$ cat src/rtl/csa_pkg.sv
// Shared definitions for the multi-word sequential adder and its 16-bit slice engine.
package csa_pkg;

    localparam int CSA_SLICE_W = 16;

    typedef enum logic [1:0] {
        IDLE = 2'd0,
        RUN  = 2'd1,
        DONE = 2'd2
    } csa_state_t;

    function automatic int csa_idx_w(input int nwords);
        return (nwords <= 1) ? 1 : $clog2(nwords);
    endfunction

endpackage

$ cat src/rtl/csa_mw_seq_csa16.sv
// 16-bit conditional sum adder: every block computes sum/carry for both carry-in
// values, and blocks are merged pairwise over log2(16) levels.
module csa16 (
    input  logic [15:0] a,
    input  logic [15:0] b,
    input  logic        cin,
    output logic [15:0] sum,
    output logic        cout
);
    logic [15:0] s0, s1;
    logic [15:0] k0, k1;

    // s0/s1: bit sums assuming block carry-in 0/1; k0/k1: block carry-out, kept at the block's first bit
    always_comb begin
        int  lo, up;
        logic t0, t1, nk0, nk1;
        s0 = a ^ b;
        s1 = ~(a ^ b);
        k0 = a & b;
        k1 = a | b;
        lo = 0;
        up = 0;
        t0 = 1'b0;
        t1 = 1'b0;
        nk0 = 1'b0;
        nk1 = 1'b0;
        for (int lvl = 0; lvl < 4; lvl++) begin
            for (int blk = 0; blk < 8; blk++) begin
                if (blk < (8 >> lvl)) begin
                    lo = 2 * blk * (1 << lvl);
                    up = lo + (1 << lvl);
                    for (int j = 0; j < 8; j++) begin
                        if (j < (1 << lvl)) begin
                            t0 = s0[4'(up + j)];
                            t1 = s1[4'(up + j)];
                            s0[4'(up + j)] = k0[4'(lo)] ? t1 : t0;
                            s1[4'(up + j)] = k1[4'(lo)] ? t1 : t0;
                        end
                    end
                    nk0 = k0[4'(lo)] ? k1[4'(up)] : k0[4'(up)];
                    nk1 = k1[4'(lo)] ? k1[4'(up)] : k0[4'(up)];
                    k0[4'(lo)] = nk0;
                    k1[4'(lo)] = nk1;
                end
            end
        end
    end

    assign sum  = cin ? s1 : s0;
    assign cout = cin ? k1[0] : k0[0];

endmodule

$ cat src/rtl/csa_mw_seq.sv
// Multi-word sequential adder: one 16-bit slice per cycle, LSW first, carry chained in a register.
// Optional subtract mode (sub port) is enabled by defining CSA_MW_SUB_EN.
//
// state | meaning
// IDLE  | waiting for an operand pair, in_ready high
// RUN   | adding slice idx, one word per cycle
// DONE  | result presented, held until out_ready
module csa_mw_seq
    import csa_pkg::*;
#(
    parameter int NWORDS = 4
) (
    input  logic                          clk,
    input  logic                          rst,
    input  logic                          in_valid,
    output logic                          in_ready,
    input  logic [CSA_SLICE_W*NWORDS-1:0] a,
    input  logic [CSA_SLICE_W*NWORDS-1:0] b,
    input  logic                          cin,
`ifdef CSA_MW_SUB_EN
    input  logic                          sub,
`endif
    output logic                          out_valid,
    input  logic                          out_ready,
    output logic [CSA_SLICE_W*NWORDS-1:0] sum,
    output logic                          cout,
    output logic                          busy
);
    localparam int IW = csa_idx_w(NWORDS);

    csa_state_t state, next_state;

    logic [NWORDS-1:0][CSA_SLICE_W-1:0] a_reg, b_reg, sum_reg;
    logic [IW-1:0]          idx;
    logic                   carry;
    logic                   cout_reg;
    logic                   last;
    logic                   accept;
    logic [CSA_SLICE_W-1:0] slice_a, slice_b, slice_sum;
    logic                   slice_cout;
    logic                   init_carry;

`ifdef CSA_MW_SUB_EN
    logic sub_reg;
    assign slice_b    = sub_reg ? ~b_reg[idx] : b_reg[idx];
    assign init_carry = sub ? 1'b1 : cin;
`else
    assign slice_b    = b_reg[idx];
    assign init_carry = cin;
`endif

    assign slice_a = a_reg[idx];
    assign last    = (idx == IW'(NWORDS - 1));
    assign accept  = in_valid && in_ready;

    csa16 u_slice (
        .a    (slice_a),
        .b    (slice_b),
        .cin  (carry),
        .sum  (slice_sum),
        .cout (slice_cout)
    );

    always_ff @(posedge clk or posedge rst) begin
        if (rst) state <= IDLE;
        else     state <= next_state;
    end

    always_comb begin
        next_state = state;
        case (state)
            IDLE:    if (accept) next_state = RUN;
            RUN:     if (last) next_state = DONE;
            DONE:    if (out_ready) next_state = IDLE;
            default: next_state = IDLE;
        endcase
    end

    always_ff @(posedge clk or posedge rst) begin
        if (rst) begin
            a_reg    <= '0;
            b_reg    <= '0;
            sum_reg  <= '0;
            idx      <= '0;
            carry    <= 1'b0;
            cout_reg <= 1'b0;
`ifdef CSA_MW_SUB_EN
            sub_reg  <= 1'b0;
`endif
        end else begin
            if (state == IDLE && accept) begin
                a_reg <= a;
                b_reg <= b;
                carry <= init_carry;
                idx   <= '0;
`ifdef CSA_MW_SUB_EN
                sub_reg <= sub;
`endif
            end else if (state == RUN) begin
                sum_reg[idx] <= slice_sum;
                carry        <= slice_cout;
                if (last) begin
                    cout_reg <= slice_cout;
                    idx      <= '0;
                end else begin
                    idx <= idx + 1'b1;
                end
            end
        end
    end

    // in_ready held low while reset is asserted so nothing is accepted during reset
    assign in_ready  = (state == IDLE) && !rst;
    assign out_valid = (state == DONE);
    assign busy      = (state == RUN) || (state == DONE);
    assign sum       = sum_reg;
    assign cout      = cout_reg;

endmodule

$ cat config.mk
export PLATFORM = sky130hd
export DESIGN_NAME = csa_mw_seq
export DESIGN_NICKNAME = d
export VERILOG_FILES = /design/src/rtl/csa_pkg.sv /design/src/rtl/csa_mw_seq_csa16.sv /design/src/rtl/csa_mw_seq.sv
export SDC_FILE = /design/constraint.sdc
export NUM_CORES = 1
export LEC_CHECK = 0
export ABC_AREA = 1
export BUFFER_PORTS_ARGS = -buffer_cell sky130_fd_sc_hd__buf_4
export CELL_PAD_IN_SITES_DETAIL_PLACEMENT = 0
export CELL_PAD_IN_SITES_GLOBAL_PLACEMENT = 1
export CORE_MARGIN = 1
export CORE_UTILIZATION = 40
export CTS_CLUSTER_DIAMETER = 40
export CTS_CLUSTER_SIZE = 24
export DETAILED_ROUTE_END_ITERATION = 12
export PLACE_DENSITY = 0.85
export SYNTH_ARGS = -nofsm -noshare
export SYNTH_HDL_FRONTEND = slang
export SYNTH_SLANG_ARGS = --single-unit
export TNS_END_PERCENT = 5
$ cat constraint.sdc
create_clock -name clk -period 6.8 [get_ports clk]
set_input_delay 0.34 -clock clk [delete_from_list [all_inputs] [get_ports clk]]
set_output_delay 0.34 -clock clk [all_outputs]
set_load 0.005 [all_outputs]
==> flow_summary.yaml, run 1 <==
status:
  status: "complete, no violations"
floorplanning:
  fp.dieW_um: 153
  core-area_um2: 22600
  initial_core_util_pct: 40.6
  rows: 55
  die_area_um2: 23500
  io_pins: 201
  die_h_um: 153
logic_synthesis:
  synth_edf_count: 0
  avgSynthCellArea_um2: 8.21
  synth-main-ff-cell: "dfrtp_1"
  synth-compound-area-share_pct: 8.42
  synthXorXnorAreaFrac_pct: 3.29
  yosys.area_share.simple_pct: 25.8
  ys_ff_latch: 197
  yosys.area.top_type: "dfrtp_1"
  synth_top_family_by_area: "simple AND/OR/NAND/NOR gates"
  yosysTopAreaCellShare_pct: 53.8
  yosysUniqueCellTypes: 27
  syn_inst: 1116
  synthArstFlopShare_pct: 100
  synth_area_leaders: "dfrtp_1 54%, nand2_1 23%, o21ai_0 3.2%, ha_1 3.1%, xor2_1 2.0%"
  syn-cell-area_um2: 9160
  syn_nets: 1272
  ys_seq_area_share_pct: 53.8
  synth-adder-area-share_pct: 3.14
  muxShareOfSynthArea_pct: 0
  synth_warnings: 0
  synth_common_cells: "570 x nand2_1, 197 x dfrtp_1, 58 x o21ai_0"
  synthMostInstantiatedCell: "nand2_1"
worst_setup_path:
  worst_setup_path_start_kind: "flop"
  critical_path_required_ns: 7.14
  cp-end-kind: "flop"
  crit_arrival_ns: 3.51
  crit_fanout: 46
  path_class: "flop to flop"
timing:
  setup_viol: 0
  slew_headroom_pct: 28.7
  tightest_slew_ns: 1.07
  drv_slew: 0
  hold-worst-slack_ns: 0.0427
  fin_crit_sh_pct: 46.6
  rsz0062_at_grt: "false"
  finClkSkew_ns: 0.00945
  tns_ns: 0
  hold_violations: 0
  period_minus_slack_ns: 3.17
  max_freq_mhz: 315
global_route:
  grt_max_degree: 115
  grt_pass1_vias: 7389
  grt_overflow: 0
  antenna_found_initial: 0
  grt_usage_pct: 20.5
  grt_pass1_wl_um: 38100
placement:
  place_hpwl_um: 16700
  numPortBuffers: 199
  place.gp.congestion: 0.796
power_and_ir_drop:
  vdd_drop_max_mv: 0.199
  powerDensity_nw_per_um2: 525
  leakagePower_nw: 6.06
layout:
  multi_input_area_um2: 3740
  nFillCells: 2246
  ff_latch_area_um2: 4930
  fin_nets: 1437
  area.growth.synth_to_final_pct: 23.5
  drive_gt1_share_pct: 19.8
  insertedDiodeCount: 0
min_path:
  hold_class: "primary input to async pin"
clocking:
  insertion_delay_ns: 0.43
  path_clk_slew_ns: 0.07
  cts_hold_buf: 0
  cts_setup_buffers: 0
  numCtsBuffers: 17
  post_cts_resize_count: 0
  cts_sinks: 197
  cts_tree: "built"
  cts_buffer_depth: 2
  cts-root-buf: "clkbuf_16"
  cts.htree.levels: 4
route:
  wire_per_inst_um: 14.9
  num_vias: 7666
  via_per_inst: 4.85
  drc_errors: 0
  firstDrtPassIters: 5
  drt_iter0_markers: 466
  ant_nets: 0
  totalWireLength_um: 23500
job:
  cap_violations: 0
kinds of logic after synthesis:
logic type,after synthesis
adder cells (fa/ha/maj),23
XOR/XNOR,31
flip-flops,197
other,1
AO/OA/AOI/OAI,136
AND/OR/NAND/NOR,619
buffers and inverters,109
per-layer routing:
layer,track usage (%),share of wire [%]
met3,3.88,6.1
met2,29.5,42
met4,5.48,1.5
met5,0,0
met1,31.3,51
where the power goes:
group / internal, mW / switching (mW) / leakage [nW] / total, mW
clock: 0.517 / 0.446 / 0.272 / 0.963
combinational: 1.10 / 1.81 / 3.33 / 2.92
sequential: 1.72 / 0.345 / 2.46 / 2.06
cells in the final DEF (no fill, tap or decap), types with 8 or more instances in the layout:
cell / count
nand3_1: 23
nor2_1: 22
a32oi_1: 14
a21oi_1: 22
nand2_1: 569
clkbuf_16: 17
o21ai_1: 24
o21ai_0: 58
dfrtp_1: 196
buf_4: 204
inv_1: 40
xor2_1: 21
inv_2: 8
ha_1: 23
worst paths after layout:
| check | slack [ns] | to | depth (start not counted) | start |
|---|---|---|---|---|
| setup / recovery | 3.63 | sum[54]$_DFFE_PP0P_ | 11 | idx[1]$_DFFE_PP0P_ |
| hold / removal | 0.04 | a_reg[39]$_DFFE_PP0P_ | 2 | rst |
| setup reg to reg | 3.63 | sum[54]$_DFFE_PP0P_ | 11 | idx[1]$_DFFE_PP0P_ |
| hold reg to reg | 0.48 | b_reg[1]$_DFFE_PP0P_ | 2 | b_reg[1]$_DFFE_PP0P_ |
| max in group asynchronous | 5.10 | idx[0]$_DFFE_PP0P_ | 3 | rst |
| min in group clk | 0.10 | b_reg[35]$_DFFE_PP0P_ | 3 | b[35] |
critical path, stage by stage, from the launching register on:
cell	delay, ns
dfrtp_1	0.60
inv_2	0.65
a21oi_1	0.11
a32oi_1	0.28
inv_1	0.09
ha_1	0.23
o21ai_0	0.31
xor2_1	0.20
inv_1	0.06
o21ai_0	0.14
nand2_1	0.12
a31oi_1	0.24
through the flow:
step	util [%]	worst slack, ns	area (um^2)	cells	total power, mW
floorplan	-	1.09	9160	1116	4.03
global placement	47.7	3.78	10800	1547	4.92
detailed placement	47.7	3.60	10800	1547	5.00
CTS	50.1	3.58	11300	1579	5.98
global route	50.1	3.23	11300	1579	6.46
finish	50.1	3.63	11300	1579	5.94
final cells by class:
type                       count  share of cell area, %
inverter                      51                   1.80
clock inverter                11                  0.896
tap                          285                   3.15
sequential                   197                   43.6
multi-input combinational    810                   33.0
clock buffer                  21                   3.98
timing repair buffer         204                   13.5
(Power assumes the default switching activity.)
==> run 2, diff against run 1 <==
CORE_UTILIZATION = 36   (was 40)
PLACE_DENSITY = 0.81   (was 0.85)
clock period = 2.9 ns   (was 6.8 ns; I/O delays follow)
==> flow_summary.yaml, run 2 (synthesized netlist as in run 1, its figures left out) <==
route:
  ant_nets: 0
  drt_iter0_markers: 673
  via_per_inst: 4.66
  firstDrtPassIters: 5
  totalWireLength_um: 26700
  wire_per_inst_um: 15.1
  num_vias: 8262
  drc_errors: 0
power_and_ir_drop:
  powerDensity_nw_per_um2: 1120
  vdd_drop_max_mv: 0.559
  leakagePower_nw: 6.73
floorplanning:
  rows: 58
  io_pins: 201
  core-area_um2: 25100
  die_h_um: 162
  initial_core_util_pct: 36.5
  fp.dieW_um: 162
  die_area_um2: 26100
worst_setup_path:
  crit_arrival_ns: 2.88
  startpoint: "idx[0]$_DFFE_PP0P_"
  reg2reg_depth: 11
  critPathCapture: "sum[22]$_DFFE_PP0P_"
  reg2reg_from: "idx[0]$_DFFE_PP0P_"
  r2r_setup_slack_ns: 0.36
  rr_endpoint: "sum[22]$_DFFE_PP0P_"
  critical_path_required_ns: 3.25
  worst_setup_path_start_kind: "flop"
  crit_fanout: 28
  path_class: "flop to flop"
  cp-end-kind: "flop"
placement:
  place.gp.congestion: 0.799
  place_hpwl_um: 18000
  numPortBuffers: 199
  postPlaceCellArea_um2: 11000
layout:
  insertedDiodeCount: 0
  area.growth.synth_to_final_pct: 40.8
  fin_nets: 1586
  final_common_cell: "nand2_1"
  nFillCells: 2435
  stdcell_area_um2: 12900
  final_cell_mix: "569 x nand2_1, 219 x buf_4, 196 x dfrtp_1, 130 x dlygate4sd3_1, 57 x o21ai_0"
  drive_gt1_share_pct: 19.2
timing:
  tns_ns: 0
  setup_viol: 0
  hold_violations: 0
  slew_headroom_pct: 62.4
  period_minus_slack_ns: 2.54
  max_freq_mhz: 394
  drv_slew: 0
  tightest_slew_ns: 0.563
  rsz0062_at_grt: "false"
  finClkSkew_ns: 0.0134
  fin_crit_sh_pct: 87.4
global_route:
  grt_usage_pct: 21.0
  grt_overflow: 0
  grt_max_degree: 110
  grt_pass1_wl_um: 42600
  grt_pass1_vias: 8074
  antenna_found_initial: 0
clocking:
  insertion_delay_ns: 0.43
  cts_tree: "built"
  cts.htree.levels: 4
  cts_sinks: 197
  path_clk_slew_ns: 0.07
  cts-root-buf: "clkbuf_16"
  numCtsBuffers: 17
  cts_buffer_depth: 2
min_path:
  hp-start: "in_valid"
  hold_class: "primary input to flop"
job:
  cap_violations: 0
status:
  status: "complete, no violations"
[run 2: cell count changes in the layout (fill, tap and decap cells not counted), moves of 2 or more]
cell / before / now
buf_12: 0 / 4
inv_6: 2 / 6
buf_4: 204 / 219
dlygate4sd3_1: 0 / 130
clkinv_2: 4 / 2
clkbuf_1: 3 / 0
clkinv_4: 3 / 0
[run 2: timing repair]
action | 4_1_cts | 5_1_grt
resized for setup | 0 | 3
setup endpoints to repair | 0 | 9
endpoints found under the hold margin | 155 | 0
hold buffers | 130 | 0
buffers inserted | 0 | 3
[run 2: per-layer routing]
metal	GRT usage, %	up-vias	share of wire (%)
met3	2.90	27	4.3
met2	32.3	231	45
met4	5.87	0	1.4
li1	-	4117	-
met5	0	-	0
met1	30.9	3887	49
[run 2: area by class of cell]
cell class	count	area, um^2	area share (%)
clock buffers	19	453	3.51
flip-flops and latches	197	4930	38.2
repair buffers	353	3030	23.4
clock inverters	12	141	1.10
inverters	51	203	1.57
multi-input cells	810	3740	29.0
well taps	330	413	3.20
[run 2: worst max-delay path, stage by stage (launching register included)]
cell and delay, ns:
dfrtp_2 0.47, inv_4 0.23, nand2_1 0.10, a32oi_1 0.32, inv_1 0.08, ha_1 0.24
o21ai_0 0.30, xor2_1 0.18, inv_1 0.06, o21ai_0 0.14, nand2_1 0.13, a31oi_1 0.21
[run 2: stage by stage]
stage / util, % / setup slack, ns / power [mW] / hold WS [ns] / cells
4_1_cts: 51.3 / 0.206 / 14.5 / 0.0975 / 1769
2_1_floorplan: - / 0.209 / 9.45 / 0.255 / 1116
6_report: 51.4 / 0.365 / 14.5 / 0.117 / 1772
3_5_place_dp: 43.7 / 0.205 / 11.9 / 0.121 / 1608
5_1_grt: 51.4 / 0.0239 / 15.8 / 0.117 / 1772
3_3_place_gp: 43.7 / 0.347 / 11.8 / 0.113 / 1608
[run 2: where the power goes]
group / switching [mW] / total, mW / internal, mW / leakage (nW)
clock network: 1.09 / 2.43 / 1.33 / 0.293
logic: 4.35 / 7.17 / 2.82 / 3.97
registers: 0.854 / 4.88 / 4.02 / 2.46
[run 2: how the worst min path moves through the flow]
stage | endpoint | slack [ns] | cells past startpoint
6_report | a_reg[61]$_DFFE_PP0P_ | 0.12 | 4
5_1_grt | a_reg[30]$_DFFE_PP0P_ | 0.12 | 4
4_1_cts | a_reg[61]$_DFFE_PP0P_ | 0.1 | 4
3_5_place_dp | b_reg[23]$_DFFE_PP0P_ | 0.12 | 2
3_3_place_gp | b_reg[23]$_DFFE_PP0P_ | 0.11 | 2
2_1_floorplan | a_reg[0]$_DFFE_PP0P_ | 0.25 | 2
